**src/rtl/mc_alu.sv**
```systemverilog
// ---------------------------------------------------------------------------
// mc_alu -- multi-cycle 8-bit ALU for the MCU datapath.
//
// One operation runs per accepted start request. Its completion is reported by
// a one-cycle done pulse. The carry/zero load strobes and data outputs drive
// the flag registers directly. The current carry flag value is fed back in
// through c_in_i.
//
// Optional feature macro: MC_ALU_MUL_EN
//   defined   : iterative shift-add multiply (op 12) is built. It takes WIDTH
//               MUL cycles, then FIN.
//   undefined : no MUL state or hardware. Op 12 is illegal and result_hi_o is
//               tied to 0.
//
// Ports
//   clk_i        system clock, rising edge
//   rst_n_i      asynchronous active-low reset
//   start_i      request, sampled only in IDLE
//   op_i[3:0]    operation code, captured with start
//   a_i, b_i     operands, captured with start
//   c_in_i       current carry flag, captured with start
//   busy_o       high whenever the FSM is not IDLE
//   done_o       one-cycle completion pulse (FIN state)
//   result_o     result, or low half of the product. Holds until next completion
//   result_hi_o  high half of the product. 0 for all other ops
//   c_out_o      new carry value
//   c_ld_o       carry flag load strobe (with done, legal ops only)
//   z_out_o      new zero value
//   z_ld_o       zero flag load strobe (with done, legal ops only)
// ---------------------------------------------------------------------------
module mc_alu #(
  parameter int WIDTH = 8
) (
  input  logic             clk_i,
  input  logic             rst_n_i,
  input  logic             start_i,
  input  logic [3:0]       op_i,
  input  logic [WIDTH-1:0] a_i,
  input  logic [WIDTH-1:0] b_i,
  input  logic             c_in_i,
  output logic             busy_o,
  output logic             done_o,
  output logic [WIDTH-1:0] result_o,
  output logic [WIDTH-1:0] result_hi_o,
  output logic             c_out_o,
  output logic             c_ld_o,
  output logic             z_out_o,
  output logic             z_ld_o
);

  localparam logic [3:0] OP_ADD  = 4'd0;
  localparam logic [3:0] OP_ADDC = 4'd1;
  localparam logic [3:0] OP_SUB  = 4'd2;
  localparam logic [3:0] OP_SUBC = 4'd3;
  localparam logic [3:0] OP_AND  = 4'd4;
  localparam logic [3:0] OP_OR   = 4'd5;
  localparam logic [3:0] OP_XOR  = 4'd6;
  localparam logic [3:0] OP_LSL  = 4'd7;
  localparam logic [3:0] OP_LSR  = 4'd8;
  localparam logic [3:0] OP_ROL  = 4'd9;
  localparam logic [3:0] OP_ROR  = 4'd10;
  localparam logic [3:0] OP_ASR  = 4'd11;
`ifdef MC_ALU_MUL_EN
  localparam logic [3:0] OP_MUL  = 4'd12;
  localparam int         CW      = (WIDTH > 1) ? $clog2(WIDTH) : 1;
  localparam logic [CW-1:0] CNT_LAST = CW'(WIDTH - 1);
`endif

  typedef enum logic [1:0] {
    S_IDLE = 2'd0,
    S_EXEC = 2'd1,
`ifdef MC_ALU_MUL_EN
    S_MUL  = 2'd2,
`endif
    S_FIN  = 2'd3
  } state_e;

  state_e           state_q, state_d;
  logic [3:0]       op_q, op_d;
  logic [WIDTH-1:0] a_q, a_d;
  logic [WIDTH-1:0] b_q, b_d;
  logic             cin_q, cin_d;
  logic [WIDTH-1:0] result_q, result_d;
  logic             c_q, c_d;
  logic             z_q, z_d;
  logic             ld_q, ld_d;
`ifdef MC_ALU_MUL_EN
  logic [WIDTH-1:0] result_hi_q, result_hi_d;
  logic [WIDTH-1:0] acc_q, acc_d;   // partial product (upper half)
  logic [CW-1:0]    cnt_q, cnt_d;
  logic [WIDTH:0]   mul_sum;
  logic [WIDTH-1:0] mul_lo;
`endif

  // Single-cycle datapath, evaluated from the captured operands during EXEC.
  logic [WIDTH:0]   ext_a, ext_b, ext_c;
  logic [WIDTH:0]   exec_sum;
  logic [WIDTH-1:0] exec_r;
  logic             exec_c;
  logic             exec_legal;

  assign ext_a = {1'b0, a_q};
  assign ext_b = {1'b0, b_q};
  assign ext_c = {{WIDTH{1'b0}}, cin_q};

  always_comb begin
    exec_sum   = '0;
    exec_r     = '0;
    exec_c     = 1'b0;
    exec_legal = 1'b1;
    case (op_q)
      OP_ADD: begin
        exec_sum = ext_a + ext_b;
        exec_r   = exec_sum[WIDTH-1:0];
        exec_c   = exec_sum[WIDTH];
      end
      OP_ADDC: begin
        exec_sum = ext_a + ext_b + ext_c;
        exec_r   = exec_sum[WIDTH-1:0];
        exec_c   = exec_sum[WIDTH];
      end
      // Subtraction is done one bit wider. The extra top bit is set exactly
      // when the true difference is negative, so it is the borrow.
      OP_SUB: begin
        exec_sum = ext_a - ext_b;
        exec_r   = exec_sum[WIDTH-1:0];
        exec_c   = exec_sum[WIDTH];
      end
      OP_SUBC: begin
        exec_sum = ext_a - ext_b - ext_c;
        exec_r   = exec_sum[WIDTH-1:0];
        exec_c   = exec_sum[WIDTH];
      end
      OP_AND: exec_r = a_q & b_q;
      OP_OR:  exec_r = a_q | b_q;
      OP_XOR: exec_r = a_q ^ b_q;
      OP_LSL: begin
        exec_r = {a_q[WIDTH-2:0], cin_q};
        exec_c = a_q[WIDTH-1];
      end
      OP_LSR: begin
        exec_r = {cin_q, a_q[WIDTH-1:1]};
        exec_c = a_q[0];
      end
      OP_ROL: begin
        exec_r = {a_q[WIDTH-2:0], a_q[WIDTH-1]};
        exec_c = a_q[WIDTH-1];
      end
      OP_ROR: begin
        exec_r = {a_q[0], a_q[WIDTH-1:1]};
        exec_c = a_q[0];
      end
      OP_ASR: begin
        exec_r = {a_q[WIDTH-1], a_q[WIDTH-1:1]};
        exec_c = a_q[0];
      end
      // Illegal codes still finish with a zero result. Their flag loads are
      // suppressed, so the controller never hangs on a bad opcode.
      default: exec_legal = 1'b0;
    endcase
  end

`ifdef MC_ALU_MUL_EN
  // One shift-add step. b_q doubles as the multiplier shift register. Product
  // bits shift into its top as multiplier bits leave at the bottom.
  assign mul_sum = {1'b0, acc_q} + (b_q[0] ? {1'b0, a_q} : {(WIDTH+1){1'b0}});
  assign mul_lo  = {mul_sum[0], b_q[WIDTH-1:1]};
`endif

  always_ff @(posedge clk_i or negedge rst_n_i) begin
    if (!rst_n_i) begin
      state_q     <= S_IDLE;
      op_q        <= '0;
      a_q         <= '0;
      b_q         <= '0;
      cin_q       <= 1'b0;
      result_q    <= '0;
      c_q         <= 1'b0;
      z_q         <= 1'b0;
      ld_q        <= 1'b0;
`ifdef MC_ALU_MUL_EN
      result_hi_q <= '0;
      acc_q       <= '0;
      cnt_q       <= '0;
`endif
    end else begin
      state_q     <= state_d;
      op_q        <= op_d;
      a_q         <= a_d;
      b_q         <= b_d;
      cin_q       <= cin_d;
      result_q    <= result_d;
      c_q         <= c_d;
      z_q         <= z_d;
      ld_q        <= ld_d;
`ifdef MC_ALU_MUL_EN
      result_hi_q <= result_hi_d;
      acc_q       <= acc_d;
      cnt_q       <= cnt_d;
`endif
    end
  end

  always_comb begin
    state_d     = state_q;
    op_d        = op_q;
    a_d         = a_q;
    b_d         = b_q;
    cin_d       = cin_q;
    result_d    = result_q;
    c_d         = c_q;
    z_d         = z_q;
    ld_d        = ld_q;
`ifdef MC_ALU_MUL_EN
    result_hi_d = result_hi_q;
    acc_d       = acc_q;
    cnt_d       = cnt_q;
`endif
    case (state_q)
      S_IDLE: begin
        if (start_i) begin
          op_d  = op_i;
          a_d   = a_i;
          b_d   = b_i;
          cin_d = c_in_i;
`ifdef MC_ALU_MUL_EN
          acc_d = '0;
          cnt_d = '0;
          if (op_i == OP_MUL) state_d = S_MUL;
          else
`endif
          state_d = S_EXEC;
        end
      end
      S_EXEC: begin
        result_d    = exec_r;
        c_d         = exec_c;
        z_d         = ~|exec_r;
        ld_d        = exec_legal;
`ifdef MC_ALU_MUL_EN
        result_hi_d = '0;
`endif
        state_d     = S_FIN;
      end
`ifdef MC_ALU_MUL_EN
      S_MUL: begin
        acc_d = mul_sum[WIDTH:1];
        b_d   = mul_lo;
        cnt_d = cnt_q + CW'(1);
        if (cnt_q == CNT_LAST) begin
          result_d    = mul_lo;
          result_hi_d = mul_sum[WIDTH:1];
          c_d         = |mul_sum[WIDTH:1];
          z_d         = ~|{mul_sum[WIDTH:1], mul_lo};
          ld_d        = 1'b1;
          state_d     = S_FIN;
        end
      end
`endif
      S_FIN:   state_d = S_IDLE;
      default: state_d = S_IDLE;
    endcase
  end

  assign busy_o   = (state_q != S_IDLE);
  assign done_o   = (state_q == S_FIN);
  assign c_ld_o   = done_o & ld_q;
  assign z_ld_o   = done_o & ld_q;
  assign result_o = result_q;
  assign c_out_o  = c_q;
  assign z_out_o  = z_q;
`ifdef MC_ALU_MUL_EN
  assign result_hi_o = result_hi_q;
`else
  assign result_hi_o = '0;
`endif

endmodule

```
**config.mk**
```make
export PLATFORM = sky130hd
export DESIGN_NAME = mc_alu
export DESIGN_NICKNAME = d
export VERILOG_FILES = /design/src/rtl/mc_alu.sv
export SDC_FILE = /design/constraint.sdc
export NUM_CORES = 1
export LEC_CHECK = 0
export BUFFER_PORTS_ARGS = -buffer_cell sky130_fd_sc_hd__buf_2
export CORE_MARGIN = 4
export CORE_UTILIZATION = 35
export DETAILED_ROUTE_END_ITERATION = 6
export MAX_ROUTING_LAYER = met4
export PLACE_DENSITY = 0.54
export SYNTH_ARGS = -nofsm -noshare
export SYNTH_HDL_FRONTEND = slang
export SYNTH_SLANG_ARGS = --single-unit
```
**constraint.sdc**
```tcl
create_clock -name clk_i -period 3.7 [get_ports clk_i]
set_clock_uncertainty 0.2 [all_clocks]
set_input_delay 0.555 -clock clk_i [delete_from_list [all_inputs] [get_ports clk_i]]
set_output_delay 0.555 -clock clk_i [all_outputs]
set_load 0.01 [all_outputs]
```
==> summary.md, run 1 <==
| Metric | Value |
|---|---|
| Status | complete, no violations |
| Layout Area Growth over Synthesis | 9.95% |
| IO Count | 46 |
| Clk root buf | clkbuf_8 |
| WL/cell | 16.6 microns |
| Placer Congestion | 0.953 |
| Crit-path cells | inv_1, ha_1, inv_1, fa_1, xor2_2, nand4_1, nor3_1, a211o_1, nand2_1, a211oi_1, a32o_1 |
| CP required | 3.72 ns |
| Capture point of the worst path | z_out_o |
| Unrepaired setup endpoints after global routing | no |
| Buffer count from post-CTS setup fixing | 0 |
| Initial antenna violation count | 0 |
| Warning count from the yosys run | 0 |
| Number of fill cells | 919 |
| Number of cells on the critical path | 11 |
| Synth area leader | dfrtp_1 |
| Worst path top cell family by delay | compound AO/OA/AOI/OAI gates |
| Post-Synthesis Cells | 389 |
| Top cell by count, worst path | inv_1 |
| Period minus WS final | 3.23 ns |
| Synth top area cells | dfrtp_1 (26%), ha_1 (11%), o21ai_0 (4.8%) |
| Largest net degree at the start of global routing | 39 |
| # port buffers | 37 |
| Syn Area/Cell | 8.34 sq um |
| Drc violations | 0 |
| Arrival time at the worst endpoint | 3.25 ns |
| Hold Violations, Final | 0 |
| Core region area | 8890 sq um |
| Min-delay worst type | input pin to asynchronous set/reset pin |
| Crit-path slowest cell | nor3_1 |
| Post-synth EDFFs | 0 |
| Setup_tns | 0 ns |
| Fin. max-slew vios | 0 |
| Yosys cell types | 70 |
| Synth Register Bits | 34 |
| Final instance area | 3570 sq um |
| Fmax | 310 MHz |
| R2r setup slk | 0.47 ns |
| Post-Route WL | 8770 microns |
| # diodes | 0 |
| Max-cap viol count | 0 |
| Max Fanout on Critical Path | 6 |
| Worst R2R Start | a_q[0] |
| Register area share after synthesis | 26.2% |
| Worst Setup SP | a_q[0] |
| Mapped cell area | 3240 sq um |
| Longest Clk Path Bufs | 2 |
| Synth cell count leaders | nand2_1 (40), dfrtp_1 (34), o21ai_0 (31) |
| Vias in the first global route | 2,794 |
| CTS tree | yes |
| Final worst path period share | 87.2% |
| Post-route insts no fill | 527 |
| Most common cell in the netlist | nand2_1 |
| Pre-antenna DRT Iters | 5 |
| CTS H-tree lvls | 2 |
| Die Span X | 104 microns |
| Crit path buf inv count | 2 |
| Total track usage | 16.8% |
| Final nets | 473 |
| Hold Buf Count CTS | 0 |
| Vias per inst | 5.47 |
| CP peak stage delay | 0.45 ns |
| Slew margin rel. | 49.0% |
| Slew @ Worst Pin | 0.765 ns |
| Initial Util | 36.5% |
| Post-DRT Antenna Nets | 0 |
| Clock Latency Late Sink | 0.29 ns |
| Post_cts resized | 0 |
| Post-DP Area | 3490 sq um |
| Reg2reg path depth | 11 |
| Die Height | 104 microns |
| TritonCTS Buffers | 5 |
| Crit Path Class | flip-flop to flip-flop |
| Final setup fails | 0 |
| Worst setup SP type | flip-flop |
| Async set-reset flop share out of synthesis | 100% |
| DPL Wire Length | 6930 microns |
| Layout cells sized above 1 | 17.4% |
| Site row count | 34 |
| Reg-to-reg endpoint | z_out_o |
| Residual overflow from global routing | 0 |
| Die area | 10,900 sq um |
| Clock slew at reported path FFs | 0.07 ns |
| Top_reg_cell synth | dfrtp_1 |
| Clock Sinks | 34 |
| First-pass GRT wire length | 14,600 microns |
| Synth top area share | 26.2% |
| Placed Instances | 520 |
| Routed vias | 2,885 |
| WHS | 0.136 ns |
| Initial DRC Count | 201 |
| Nature of the critical path endpoint | flip-flop |
## metal layers
metal,GRT usage (%),share of wire (%),wire [microns]
met4,2.85,0.97,85
met2,26.1,44,3850
met1,23.4,49,4320
met3,2.92,6.0,523
met5,-,0,0
## worst min-delay path by stage
| stage | start | end | slack [ns] | depth (start not counted) |
|---|---|---|---|---|
| after detailed placement | result_o[0] | result_o[0] | 0.27 | 2 |
| final | rst_n_i | state_q[0] | 0.14 | 1 |
| after CTS | rst_n_i | state_q[0] | 0.17 | 1 |
| after global routing | rst_n_i | state_q[0] | 0.22 | 1 |
| after global placement | state_q[1] | state_q[0] | 0.26 | 1 |
| after floorplan | rst_n_i | a_q[0] | 0.06 | 0 |
## registers in the layout, indices dropped and copies added, names as in the netlist
register  flops
a_q           8
b_q           8
result_o      8
op_q          4
state_q       2
c_out_o       1
cin_q         1
ld_q          1
z_out_o       1
## per-stage QoR
stage	setup slack [ns]	util, %
floorplan	0.810	-
global placement	0.563	39.3
detailed placement	0.508	39.3
CTS	0.483	40.1
global route	0.258	40.1
finish	0.473	40.1
## area by class of cell
cell class              count  area [sq um]  area share, %
multi-input cells         301          2130           59.8
flip-flops and latches     34           851           23.9
repair buffers             47           260           7.30
well taps                 108           135           3.79
inverters                  30           113           3.16
clock buffers               7          76.3           2.14
## cell families after synthesis
group                    Yosys count  synth area share [%]
buffers and inverters             61                  8.95
multiplexers                      10                  3.24
flip-flops                        34                  26.2
AND/OR/NAND/NOR                  125                  19.5
other                              1                 0.116
AO/OA/AOI/OAI                    110                  24.3
XOR/XNOR                          18                  5.67
adder cells (fa/ha/maj)           30                  12.0
## layout by cell type (no fill, tap or decap), types with 8 or more instances in the layout
cell,instances
dfrtp_1,34
a211oi_1,8
xnor2_1,10
a21oi_1,15
buf_2,37
buf_4,10
o21ai_0,31
nand2_1,40
inv_1,29
nor2_1,21
conb_1,8
ha_1,28
nor3_1,13
Power of run 1 is left out: the tool's default activity adds up to more than one toggle a clock period on the data nets, which glitch-free logic cannot reach.
==> inputs of run 2 (changes only) <==
BUFFER_PORTS_ARGS = unset   (was -buffer_cell sky130_fd_sc_hd__buf_2)
DONT_BUFFER_PORTS = 1   (was unset)
PLACE_DENSITY = 0.5   (was 0.54)
REMOVE_ABC_BUFFERS = 1   (was unset)
==> run 2 against run 1 <==
Die area unchanged. Register-to-register slack got worse by 0.18 ns. Critical path depth unchanged. Via count decreased by 3.5%. Routed wire length increased by 1.9%. Cell area decreased by 4.3%. Setup slack got worse by 0.18 ns. Clock-buffer cell count unchanged.
==> summary.md, run 2 (synthesis gave the netlist of run 1 again) <==
| Metric | Value |
|---|---|
| Status | complete, no violations (unchanged) |
| Initial Util | 36.5% (unchanged) |
| Fmax | 293 MHz (was 310 MHz) |
| Hold Violations, Final | 0 (unchanged) |
| Crit Path Class | flip-flop to flip-flop (unchanged) |
| Drc violations | 0 (unchanged) |
| Site row count | 34 (unchanged) |
| Die Height | 104 microns (unchanged) |
| Residual overflow from global routing | 0 (unchanged) |
| Core region area | 8890 sq um (unchanged) |
| Routed vias | 2,784 (was 2,885) |
| Vias per inst | 5.67 (was 5.47) |
| CTS H-tree lvls | 2 (unchanged) |
| Largest net degree at the start of global routing | 35 (was 39) |
| Pre-antenna DRT Iters | 7 (was 5) |
| Post_cts resized | 0 (unchanged) |
| Max-cap viol count | 0 (unchanged) |
| Hold Buf Count CTS | 2 (was 0) |
| Unrepaired setup endpoints after global routing | no (unchanged) |
| # diodes | 0 (unchanged) |
| CP required | 3.72 ns (about the same) |
| Vias in the first global route | 2,732 (was 2,794) |
| DPL Wire Length | 6960 microns (was 6930 microns) |
| Arrival time at the worst endpoint | 3.42 ns (was 3.25 ns) |
| Nature of the critical path endpoint | flip-flop (unchanged) |
| Max Fanout on Critical Path | 6 (unchanged) |
| Initial DRC Count | 241 (was 201) |
| Multi-input gate area | 2130 sq um (unchanged) |
| Setup_tns | 0 ns (unchanged) |
| R2r setup slk | 0.29 ns (was 0.47 ns) |
| Commonest cells after routing, fill and taps aside | nand2_1 (40), dfrtp_1 (34), o21ai_0 (31) (was nand2_1 (40), buf_2 (37), dfrtp_1 (34)) |
| Hold path depth | 2 |
| Post-DRT Antenna Nets | 0 (unchanged) |
| Clock Sinks | 34 (unchanged) |
| Worst R2R Start | a_q[0] (unchanged) |
| # port buffers | 0 (was 37) |
| Worst Min Path Start | b_i[2] |
| Worst setup SP type | flip-flop (unchanged) |
| Placer Congestion | 0.951 (was 0.953) |
| Crit-path cells | inv_1, ha_1, inv_1, fa_1, xor2_2, nand4_1, xnor2_1, a221oi_1, and4_1, and4_1, a32o_1 (was inv_1, ha_1, inv_1, fa_1, xor2_2, nand4_1, nor3_1, a211o_1, nand2_1, a211oi_1, a32o_1) |
| Most common cell after layout, fill and taps aside | nand2_1 (unchanged) |
| First-pass GRT wire length | 14,700 microns (was 14,600 microns) |
| Layout Area Growth over Synthesis | 5.17% (was 9.95%) |
| Longest Clk Path Bufs | 2 (unchanged) |
| CP peak stage delay | 0.48 ns (was 0.45 ns) |
| Die Span X | 104 microns (unchanged) |
| Clock slew at reported path FFs | 0.07 ns (about the same) |
| Slew @ Worst Pin | 0.725 ns (was 0.765 ns) |
| WHS Endpoint | b_q[2] |
| Layout cells sized above 1 | 9.66% (was 17.4%) |
| Post-Route WL | 8940 microns (was 8770 microns) |
| Buffer count from post-CTS setup fixing | 0 (unchanged) |
| Period minus WS final | 3.41 ns (was 3.23 ns) |
| CTS tree | yes (unchanged) |
| Min-delay worst type | input pin to flip-flop (was input pin to asynchronous set/reset pin) |
| WL/cell | 18.2 microns (was 16.6 microns) |
| Initial antenna violation count | 0 (unchanged) |
| Final setup fails | 0 (unchanged) |
| Clk root buf | clkbuf_8 (unchanged) |
| Clock Latency Late Sink | 0.29 ns (about the same) |
| Reg-to-reg endpoint | z_out_o (unchanged) |
| Final worst path period share | 92.1% (was 87.2%) |
| Setup WS post-layout | 0.292 ns (was 0.473 ns) |
| Die area | 10,900 sq um (unchanged) |
| Final nets | 436 (was 473) |
| IO Count | 46 (unchanged) |
| Slew margin rel. | 51.3% (was 49.0%) |
| Fin. max-slew vios | 0 (unchanged) |
| Seq. cell area | 851 sq um (unchanged) |
| TritonCTS Buffers | 5 (unchanged) |
| Number of fill cells | 931 (was 919) |
| Crit-path slowest cell | a221oi_1 (was nor3_1) |
| Place WS | 0.358 ns (was 0.508 ns) |
| Total track usage | 17.1% (was 16.8%) |
| Reg2reg path depth | 11 (unchanged) |
run 2: cell count changes in the layout (fill, tap and decap cells not counted):
cell / delta
buf_12: +1
buf_2: -37
buf_4: -2
clkbuf_1: -1
clkbuf_8: +1
clkinv_2: +1
dlygate4sd3_1: +1
run 2: worst max-delay path by stage:
stage           start  endpoint  depth (start not counted)
4_1_cts        a_q[0]   z_out_o                         11
3_5_place_dp   a_q[0]   z_out_o                         11
3_3_place_gp   a_q[0]   z_out_o                         11
2_1_floorplan  a_q[0]   z_out_o                         11
6_report       a_q[0]   z_out_o                         11
5_1_grt        a_q[0]   z_out_o                         11
run 2: worst max-delay path: cells and delay by family, from the launching register on:
kind	cells	cell delay, ns
AOI/OAI and AO/OA	2	0.64
xor gates and xnor gates	2	0.52
adders and majority gates	2	0.62
buffers and inverters	2	0.18
DFF	1	0.45
and+or+nand+nor	3	0.70
run 2: final cells by class:
type	count	area share (%)
clock buffer	7	2.53
clock inverter	1	0.147
inverter	30	3.30
multi-input combinational	301	62.5
sequential	34	24.9
tap	108	3.96
timing repair buffer	10	2.64
run 2: metal layers:
layer | up-vias | global-route usage [%] | part of all wire [%] | wire length (microns)
met2 | 117 | 24.8 | 43 | 3840
met3 | 17 | 2.55 | 5.5 | 492
met1 | 1300 | 24.5 | 49 | 4410
li1 | 1350 | - | - | -
met4 | 0 | 5.32 | 2.2 | 199
met5 | - | - | 0 | 0
run 2: per-stage QoR:
stage	area [sq um]	cells	util [%]	hold slack, ns
floorplan	3090	365	-	0.0594
global placement	3290	481	37.0	0.0609
detailed placement	3290	481	37.0	0.0611
CTS	3410	491	38.4	0.171
global route	3410	491	38.4	0.175
finish	3410	491	38.4	0.181
Power of run 2 is left out for the same reason.
